--- src/rtl/button_bounce_gen.sv ---
// button_bounce_gen: mechanical-button emulator producing contact bounce on each commanded level change.
//
// Ports:
//   i_w_clk         in   clock
//   i_w_reset_n     in   asynchronous active-low reset
//   i_w_level       in   clean commanded button level
//   o_r_button_out  out  bouncing raw button signal (registered)
//   o_r_settled     out  last fully settled level
//   o_r_busy        out  high while an event is in progress
//   o_r_bounce_cnt  out  [7:0] transitions of o_r_button_out in the current/last event, saturating
//
// Build option: BOUNCE_GEN_FIXED_EN -- when defined, toggles are spaced exactly MIN_HOLD
// clocks apart instead of using the LFSR to jitter the spacing.
module button_bounce_gen #(
    parameter int          BOUNCE_CYCLES = 16,
    parameter int          MIN_HOLD      = 4,
    parameter logic [15:0] LFSR_SEED     = 16'hACE1
) (
    input  logic       i_w_clk,
    input  logic       i_w_reset_n,
    input  logic       i_w_level,
    output logic       o_r_button_out,
    output logic       o_r_settled,
    output logic       o_r_busy,
    output logic [7:0] o_r_bounce_cnt
);
    typedef enum logic [1:0] {IDLE, BOUNCE, SETTLE} state_t;

    // An all-zero Fibonacci LFSR would lock up, so substitute a legal seed.
    localparam logic [15:0] SEED     = (LFSR_SEED == 16'd0) ? 16'h0001 : LFSR_SEED;
    localparam logic [15:0] WIN_INIT = 16'(BOUNCE_CYCLES - 1);

    state_t      state, state_nxt;
    logic [15:0] lfsr, win, win_nxt, dwell, dwell_nxt, reload;
    logic        target, target_nxt, out_nxt, settled_nxt, busy_nxt;
    logic [7:0]  cnt_nxt, cnt_inc;

`ifdef BOUNCE_GEN_FIXED_EN
    assign reload = 16'(MIN_HOLD - 1);
`else
    assign reload = 16'(MIN_HOLD - 1) + {12'd0, lfsr[3:0]};
`endif

    assign cnt_inc = (o_r_bounce_cnt == 8'hFF) ? 8'hFF : o_r_bounce_cnt + 8'd1;

    always_comb begin
        state_nxt   = state;
        target_nxt  = target;
        win_nxt     = win;
        dwell_nxt   = dwell;
        out_nxt     = o_r_button_out;
        settled_nxt = o_r_settled;
        busy_nxt    = o_r_busy;
        cnt_nxt     = o_r_bounce_cnt;
        case (state)
            IDLE: begin
                out_nxt = o_r_settled;
                if (i_w_level != o_r_settled) begin
                    target_nxt = i_w_level;
                    out_nxt    = i_w_level;
                    cnt_nxt    = 8'd1;
                    busy_nxt   = 1'b1;
                    win_nxt    = WIN_INIT;
                    dwell_nxt  = reload;
                    state_nxt  = BOUNCE;
                end
            end
            BOUNCE: begin
                if (win == 16'd0) begin
                    // Window closed: force the final level, counting it only if it is a real edge.
                    out_nxt   = target;
                    cnt_nxt   = (o_r_button_out != target) ? cnt_inc : o_r_bounce_cnt;
                    state_nxt = SETTLE;
                end else begin
                    win_nxt   = win - 16'd1;
                    out_nxt   = (dwell == 16'd0) ? ~o_r_button_out : o_r_button_out;
                    cnt_nxt   = (dwell == 16'd0) ? cnt_inc : o_r_bounce_cnt;
                    dwell_nxt = (dwell == 16'd0) ? reload : dwell - 16'd1;
                end
            end
            SETTLE: begin
                settled_nxt = target;
                busy_nxt    = 1'b0;
                state_nxt   = IDLE;
            end
            default: state_nxt = IDLE;
        endcase
    end

    always_ff @(posedge i_w_clk or negedge i_w_reset_n) begin
        if (!i_w_reset_n) begin
            state          <= IDLE;
            lfsr           <= SEED;
            target         <= 1'b0;
            win            <= 16'd0;
            dwell          <= 16'd0;
            o_r_button_out <= 1'b0;
            o_r_settled    <= 1'b0;
            o_r_busy       <= 1'b0;
            o_r_bounce_cnt <= 8'd0;
        end else begin
            state          <= state_nxt;
            lfsr           <= {lfsr[14:0], lfsr[15] ^ lfsr[13] ^ lfsr[12] ^ lfsr[10]};
            target         <= target_nxt;
            win            <= win_nxt;
            dwell          <= dwell_nxt;
            o_r_button_out <= out_nxt;
            o_r_settled    <= settled_nxt;
            o_r_busy       <= busy_nxt;
            o_r_bounce_cnt <= cnt_nxt;
        end
    end
endmodule
--- config.mk ---
export PLATFORM = sky130hd
export DESIGN_NAME = button_bounce_gen
export DESIGN_NICKNAME = d
export VERILOG_FILES = /design/src/rtl/button_bounce_gen.sv
export SDC_FILE = /design/constraint.sdc
export NUM_CORES = 1
export LEC_CHECK = 0
export CAP_MARGIN = 25
export CORE_UTILIZATION = 40
export DETAILED_ROUTE_END_ITERATION = 6
export GPL_TIMING_DRIVEN = 0
export PLACE_DENSITY = 0.66
export REMOVE_ABC_BUFFERS = 1
export SLEW_MARGIN = 10
export SYNTH_ARGS = -nofsm -noshare
export SYNTH_HDL_FRONTEND = slang
export SYNTH_SLANG_ARGS = --single-unit
--- constraint.sdc ---
create_clock -name i_w_clk -period 3 [get_ports i_w_clk]
set_input_delay 0.6 -clock i_w_clk [delete_from_list [all_inputs] [get_ports i_w_clk]]
set_output_delay 0.6 -clock i_w_clk [all_outputs]
set_load 0.05 [all_outputs]
== Word-level counts from Yosys, hierarchy flattened ==
Index checks and enable logic that the tools add are counted.

* Word-level logic and storage cells: 60
* Flip-flop bits (word level): 62
* Bits of input ports: 3

* Muxes and demuxes: 22
* Equality and inequality tests: 10
* Reduce and logical (&&, ||, !) cells: 11
* Add/sub/neg operators: 4
* Bitwise operators: 4

{| class="wikitable"
|+ Operators by type and width
! cell !! count
|-
| $mux 16 || 5
|-
| $pmux 16 s2 || 2
|-
| $mux 8 || 5
|-
| $logic_not 16->1 || 2
|-
| $sub 16x1->16 const B || 2
|-
| $pmux 8 s2 || 1
|-
| $add 8x1->8 const B || 1
|-
| $eq 8x8->1 const B || 1
|-
| $reduce_and 2->1 || 4
|-
| $ne 2x2->1 const B || 3
|-
| $ne 3x3->1 const B || 2
|-
| $add 2x4->5 const A || 1
|-
| $mux 1 || 4
|-
| $mux 2 || 2
|-
| $pmux 1 s2 || 2
|-
| $pmux 2 s2 || 1
|-
| $reduce_and 4->1 || 1
|-
| $reduce_bool 2->1 || 2
|-
| $reduce_and 3->1 || 1
|-
| $xor 1x1->1 || 3
|-
| $eq 2x1->1 const B || 1
|-
| $eq 2x2->1 const B || 1
|-
| $logic_not 2->1 || 1
|-
| $ne 1x1->1 || 2
|-
| $not 1->1 || 1
|}

== Longest topological paths before layout ==
Gate-level depths: netlist of run 1.

* Depth in word-level cells: 5
* Depth in mapped cells: 9

== Least setup slack after synthesis of run 1 ==
OpenSTA, ideal clock, no wires.

* Path type: register to register
* Start: register dwell[0]
* End: register dwell[12]
* Cell stages (with the launch flop): 9
* Setup slack: 0.554 ns
* Library setup time: 0.083 ns
* Data required time: 2.917 ns
* Arrival: 2.363 ns
* Cell sequence: dfrtp_1 inv_1 ha_1 or3b_2 or2_2 clkbuf_2 or3_1 or4_1 o21ai_0

* Word-level cells in the longest chain between the ends: 4
* Elaborated cells between the ends (all ways): 5

{| class="wikitable"
|+ Ends and longest elaborated chain
! element !! RTL line !! text
|-
| start, declared || 34 || <nowiki>logic [15:0] lfsr, win, win_nxt, dwell, dwell_nxt, reload;</nowiki>
|-
| start signal, assigned || 106 || <nowiki>dwell <= dwell_nxt;</nowiki>
|-
| $sub 16x1->16 or $logic_not 16->1 (tied branches) || 78 || <nowiki>dwell_nxt = (dwell == 16'd0) ? reload : dwell - 16'd1;</nowiki>
|-
| $mux 16 (*) || 78 ||
|-
| $mux 16 (*) || 69 || <nowiki>if (win == 16'd0) begin</nowiki>
|-
| $pmux 16 s2 (*) || 55 || <nowiki>case (state)</nowiki>
|}

Mark *: on every way between the ends. The rest lies on a longest branch, timed or not. The select of a mux whose other input is x is not followed.
A chain may end at the register's enable or synchronous reset.

== Worst setup path after layout of run 1 ==
* Start: register dwell[0]
* End: register dwell[7]

Same word-level chain as after synthesis.

==> impl_metrics.csv, run 1 <==
group,metric,value,unit
pwr,power.density,1048,nW/µm²
drt,drcViolationCount,0,
outcome,outcome,"complete, no violations",
floorplan,die-area,8066,µm²
logic_synthesis,yosys.area_share.simple,0.2008,
job,maxCapViolCount,0,
timing,setup_slack,235.8,ps
floorplan,die_w,89.81,µm
logic_synthesis,synthCells,297,
final_layout,fillCellCount,682,
placement,port_buffers,13,
timing,period_minus_slack,2764,ps
critical_path,reg2reg_slack,240,ps
drt,avgRoutedWirePerCell,14.24,µm
clock_tree,cts_sinks,62,
grt,grt_antenna_before_repair,0,
logic_synthesis,synth_top_area_frac,0.4381,
logic_synthesis,synth-seq-cells,62,
logic_synthesis,yosysWarnings,0,
floorplan,fp.dieH,89.81,µm
final_layout,area_growth_syn_to_layout,15.33,%
logic_synthesis,post-synth-top-area-cell,"dfrtp_1",
clock_tree,cts.htree.levels,3,
timing,worstMarginPinSlew,787.0,ps
logic_synthesis,synth_xor_area_frac,0.04544,
logic_synthesis,ys_seq_area_frac,0.5063,
critical_path,worst-path-buf-inv,1,
floorplan,core,7370,µm²
timing,fin_crit_sh,0.9214,
pwr,p_total,3.728,mW
critical_path,cp_max_fo,14,
logic_synthesis,synth_mux_area_frac,0.02475,
final_layout,post-route-util,0.4827,
final_layout,fin_cells,415,
placement,dp_hpwl,3840,µm
logic_synthesis,synth_ff_type,"dfrtp_1",
critical_path,path_class,"reg -> reg",
critical_path,path_cells,"inv_1, ha_1, or3b_2, or2_2, o31ai_4, nor3_1, mux2_2",
clock_tree,root_buffer,"clkbuf_8",
drt,viasPerCell,5.470,
clock_tree,cts_made_buffers,9,
logic_synthesis,synth-edff-count,0,
placement,place.gp.congestion,0.7477,
critical_path,arrival,3000,ps
drt,drt_iter0_markers,70,
logic_synthesis,synth_cell_types,56,
timing,max_freq,361.8,MHz
grt,grt_pass1_vias,2272,
timing,hold_slack,335.2,ps
logic_synthesis,async_flop_share,1.000,
grt,grt_overflow,0,
timing,hold_viol_final,0,
logic_synthesis,syn_avg_cell_area,10.38,µm²
clock_tree,worstSkewPairLatency,340,ps
critical_path,max_stage_delay,540,ps
placement,place_ws,-457.9,ps
drt,drt-total-wl,5911,µm
pwr,vdd_drop_max,0.0003411,V
timing,slew_violations,0,
critical_path,endpoint_kind,"flip-flop",
clock_tree,clk_pin_slew_worst_paths,70,ps
drt,via_count,2270,
grt,grt_pass1_wl,10450,µm
timing,fin_skew,6.948,ps
grt,track_usage,0.1619,
logic_synthesis,synth_top_family_by_area,"simple AND/OR/NAND/NOR gates",
final_layout,num_antenna_cells,0,
clock_tree,cts_tree,"done",
logic_synthesis,syn_area,3084,µm²
grt,grt_max_degree,63,
final_layout,nets,321,
drt,drt-pass1-iter-count,4,
min_path,hp-class,"in -> async",
logic_synthesis,synth-compound-area-share,0.1554,
critical_path,cp_slowest_cell,"o31ai_4",
clock_tree,max-clock-path-buffers,2,
placement,dp.cells,398,
drt,antenna_left,0,
floorplan,initial_utilization,0.4185,
timing,relSlewSlack,0.4713,
timing,grt_setup_unrepaired,"no",
final_layout,layout_commonest_cell,"dfrtp_1",
final_layout,final_layout_size_suffix_gt1_frac,0.1614,
final_layout,mostFrequentLayoutCells,"dfrtp_1, nor2_1, o21ai_0",
critical_path,startpoint_type,"flip-flop",
pwr,leakagePower,1.533,nW
logic_synthesis,synthAdderAreaFrac,0.02840,
critical_path,path_delay_family,"simple AND/OR/NAND/NOR gates",
logic_synthesis,synth_area_leaders,"dfrtp_1, dfstp_2, xor2_1",
floorplan,row_count,31,
critical_path,crit_required,3230,ps
timing,setup_viol,0,
floorplan,io_pins,14,
registers in the layout, indices dropped and copies added (netlist names):
register and count:
o_r_busy 1, o_r_button_out 1, lfsr 16, o_r_settled 1, dwell 16, state 2
o_r_bounce_cnt 8, win 16, target 1
cells by family (layout without fill, tap and decap cells):
group | Yosys count | in the layout
simple gates | 107 | 107
buf+inv | 27 | 46
compound gates | 71 | 71
flops | 62 | 62
xor+xnor | 16 | 16
mux | 7 | 7
fa+ha+maj | 7 | 7
repair_timing:
| item | 4_1_cts | 5_1_grt |
|---|---|---|
| buffers inserted | 0 | 1 |
| pin swaps | 0 | 1 |
| hold buffers | 0 | 0 |
| endpoints found under the setup margin | 14 | 4 |
| gates resized for setup | 2 | 3 |
metal layers:
| metal | global-route usage | wire length [µm] |
|---|---|---|
| met1 | 0.2007 | 2922 |
| met2 | 0.2641 | 2770 |
| met4 | 0.05055 | 47 |
| met3 | 0.05753 | 171 |
| met5 | 0 | 0 |
per-stage QoR:
stage / area, µm² / setup TNS [ps]
detailed placement: 3292 / -4003
global placement: 3271 / -64150
CTS: 3533 / 0
finish: 3557 / 0
global route: 3557 / 0
floorplan: 3017 / 0
Yosys cell counts, drive strengths merged (7+ instances only):
cell type,count
inv,14
or3,7
a21oi,16
ha,7
dfrtp,54
nand2,16
o21ai,21
nor2,30
clkbuf,9
xor2,14
dfstp,8
nor3,9
worst paths after layout:
kind                            cells after the start            startpoint                     to
worst min-delay path                                1           i_w_reset_n  dwell[10]$_DFFE_PN0P_
worst max-delay path                                7  dwell[0]$_DFFE_PN0P_   dwell[7]$_DFFE_PN0P_
worst min register to register                      0     lfsr[9]$_DFF_PN0_     lfsr[10]$_DFF_PN1_
max in group asynchronous                           1           i_w_reset_n   state[1]$_DFFE_PN0P_
min in group i_w_clk                                0     lfsr[9]$_DFF_PN0_     lfsr[10]$_DFF_PN1_
worst max register to register                      7  dwell[0]$_DFFE_PN0P_   dwell[7]$_DFFE_PN0P_
power by group:
| part | switching, mW | internal, mW |
|---|---|---|
| clock | 0.347 | 0.496 |
| sequential | 0.257 | 1.07 |
| combinational | 0.934 | 0.626 |
area by class of cell:
| class | count | area [µm²] | share of cell area |
|---|---|---|---|
| inverters | 14 | 56.30 | 0.01583 |
| clock buffers | 10 | 137.6 | 0.03869 |
| clock inverters | 6 | 92.59 | 0.02603 |
| flip-flops and latches | 62 | 1562 | 0.4390 |
| repair buffers | 16 | 153.9 | 0.04326 |
| multi-input cells | 208 | 1431 | 0.4024 |
| well taps | 99 | 123.9 | 0.03482 |
(Power assumes the default switching activity.)
==> run 2, diff against run 1 <==
CORE_UTILIZATION = 45   (was 40)
PLACE_DENSITY = 0.71   (was 0.66)
==> run 2 against run 1 <==
The flow now finishes with violations (design-rule violations). Register-to-register slack worse by 50 ps. Hold slack worse by 9.0 ps. Sequential cell count unchanged. Fmax fell by 1.9%. Cell area fell by 1.9%. Non-clock buffer count unchanged. Sequential power about the same. Largest power group unchanged. First-iteration DRC count up 14%.
==> impl_metrics.csv, run 2 (synthesis results as in run 1) <==
group,metric,value,unit
critical_path,worst-path-buf-inv,1,
timing,fin_skew,6.620,ps
clock_tree,cts_sinks,62,
timing,fin_crit_sh,0.9390,
drt,antenna_left,0,
floorplan,initial_utilization,0.4749,
floorplan,die-area,7189,µm²
timing,hold_slack,326.2,ps
timing,max_freq,355.0,MHz
critical_path,crit_required,3240,ps
clock_tree,cts.htree.levels,3,
final_layout,regArea,1562,µm²
clock_tree,clk_pin_slew_worst_paths,70,ps
critical_path,arrival,3050,ps
floorplan,io_pins,14,
critical_path,cp_slowest_cell,"o31ai_4",
timing,period_minus_slack,2817,ps
floorplan,fp.dieH,84.79,µm
timing,relSlewSlack,0.4608,
final_layout,top_regs,"dwell x16, lfsr x16, win x16",
min_path,hp-class,"in -> async",
job,maxCapViolCount,0,
drt,viasPerCell,5.809,
final_layout,nets,321,
timing,slew_violations,0,
clock_tree,cts_made_buffers,9,
timing,setup_viol,0,
pwr,vdd_drop_max,0.0004305,V
clock_tree,worstSkewPairLatency,350,ps
drt,via_count,2283,
clock_tree,max-clock-path-buffers,2,
final_layout,design_area,3488,µm²
timing,fin_tns_setup,0,ps
final_layout,num_antenna_cells,0,
outcome,outcome,"finished, violations left",
clock_tree,root_buffer,"clkbuf_8",
grt,grt_pass1_wl,10460,µm
placement,place.gp.congestion,0.7772,
drt,avgRoutedWirePerCell,14.92,µm
final_layout,post-route-util,0.5371,
timing,grt_setup_unrepaired,"no",
drt,drt-total-wl,5863,µm
placement,place_ws,-485.1,ps
floorplan,row_count,29,
final_layout,fillCellCount,589,
final_layout,area_growth_syn_to_layout,13.10,%
critical_path,startpoint_type,"flip-flop",
grt,grt_antenna_before_repair,0,
floorplan,die_w,84.79,µm
drt,drt-pass1-iter-count,6,
critical_path,path_cells,"inv_1, ha_1, or3b_2, or2_2, o31ai_4, nor3_1, mux2_2",
final_layout,mostFrequentLayoutCells,"dfrtp_1, nor2_1, o21ai_0",
timing,hold_viol_final,0,
critical_path,path_class,"reg -> reg",
critical_path,max_stage_delay,550,ps
grt,grt_overflow,0,
final_layout,final_layout_size_suffix_gt1_frac,0.1551,
critical_path,path_delay_family,"simple AND/OR/NAND/NOR gates",
critical_path,endpoint_kind,"flip-flop",
grt,track_usage,0.1873,
drt,drcViolationCount,3,
floorplan,core,6495,µm²
clock_tree,postCtsHoldBufs,0,
final_layout,multi_input_area,1425,µm²
drt,drt_iter0_markers,80,
placement,postPlaceCellArea,3264,µm²
grt,grt_max_degree,63,
timing,setup_slack,183.0,ps
critical_path,cp_max_fo,14,
clock_tree,cts_tree,"done",
timing,worstMarginPinSlew,802.6,ps
outcome,violations,"design-rule violations",
placement,port_buffers,13,
final_layout,layout_commonest_cell,"dfrtp_1",
pwr,power.density,1035,nW/µm²
pwr,leakagePower,1.526,nW
placement,dp_hpwl,3789,µm
grt,grt_pass1_vias,2197,
[run 2: stage by stage]
| step | std cells | total power [mW] |
|---|---|---|
| after global routing | 393 | 3.897 |
| after detailed placement | 376 | 2.861 |
| after floorplan | 284 | 2.439 |
| after global placement | 374 | 2.781 |
| final | 393 | 3.611 |
| after CTS | 392 | 3.628 |
[run 2: repair_timing]
item                       in CTS  in global routing
pin swaps                       0                  1
resized for setup               3                  0
setup endpoints to repair      15                  3
buffers inserted                0                  1
[run 2: worst paths after layout]
path / from / end / slack (ps) / depth (start not counted)
worst max register to register: dwell[0]$_DFFE_PN0P_ / dwell[7]$_DFFE_PN0P_ / 180 / 7
min in group i_w_clk: lfsr[8]$_DFF_PN0_ / lfsr[9]$_DFF_PN0_ / 350 / 0
worst min-delay path: i_w_reset_n / win[11]$_DFFE_PN0P_ / 330 / 1
worst max-delay path: dwell[0]$_DFFE_PN0P_ / dwell[7]$_DFFE_PN0P_ / 180 / 7
max in group asynchronous: i_w_reset_n / win[9]$_DFFE_PN0P_ / 2160 / 1
worst min register to register: lfsr[8]$_DFF_PN0_ / lfsr[9]$_DFF_PN0_ / 350 / 0
[run 2: metal layers]
layer | vias to the layer above | routed length (µm) | GRT usage
met5 | - | 0 | 0
met4 | 0 | 55 | 0.07396
met3 | 6 | 212 | 0.06293
met2 | 36 | 2711 | 0.2794
met1 | 1144 | 2884 | 0.2524
li1 | 1097 | - | -
[run 2: cell type report]
cell class,count,area share
repair buffers,16,0.04412
inverters,14,0.01506
well taps,77,0.02762
flip-flops and latches,62,0.4476
clock buffers,10,0.03945
clock inverters,6,0.01758
multi-input cells,208,0.4085
[run 2: power by group]
| part | internal, mW | switching (mW) | total [mW] |
|---|---|---|---|
| clock network | 0.402 | 0.324 | 0.727 |
| registers | 1.07 | 0.251 | 1.32 |
| logic | 0.621 | 0.943 | 1.56 |
| total | 2.09 | 1.52 | 3.61 |
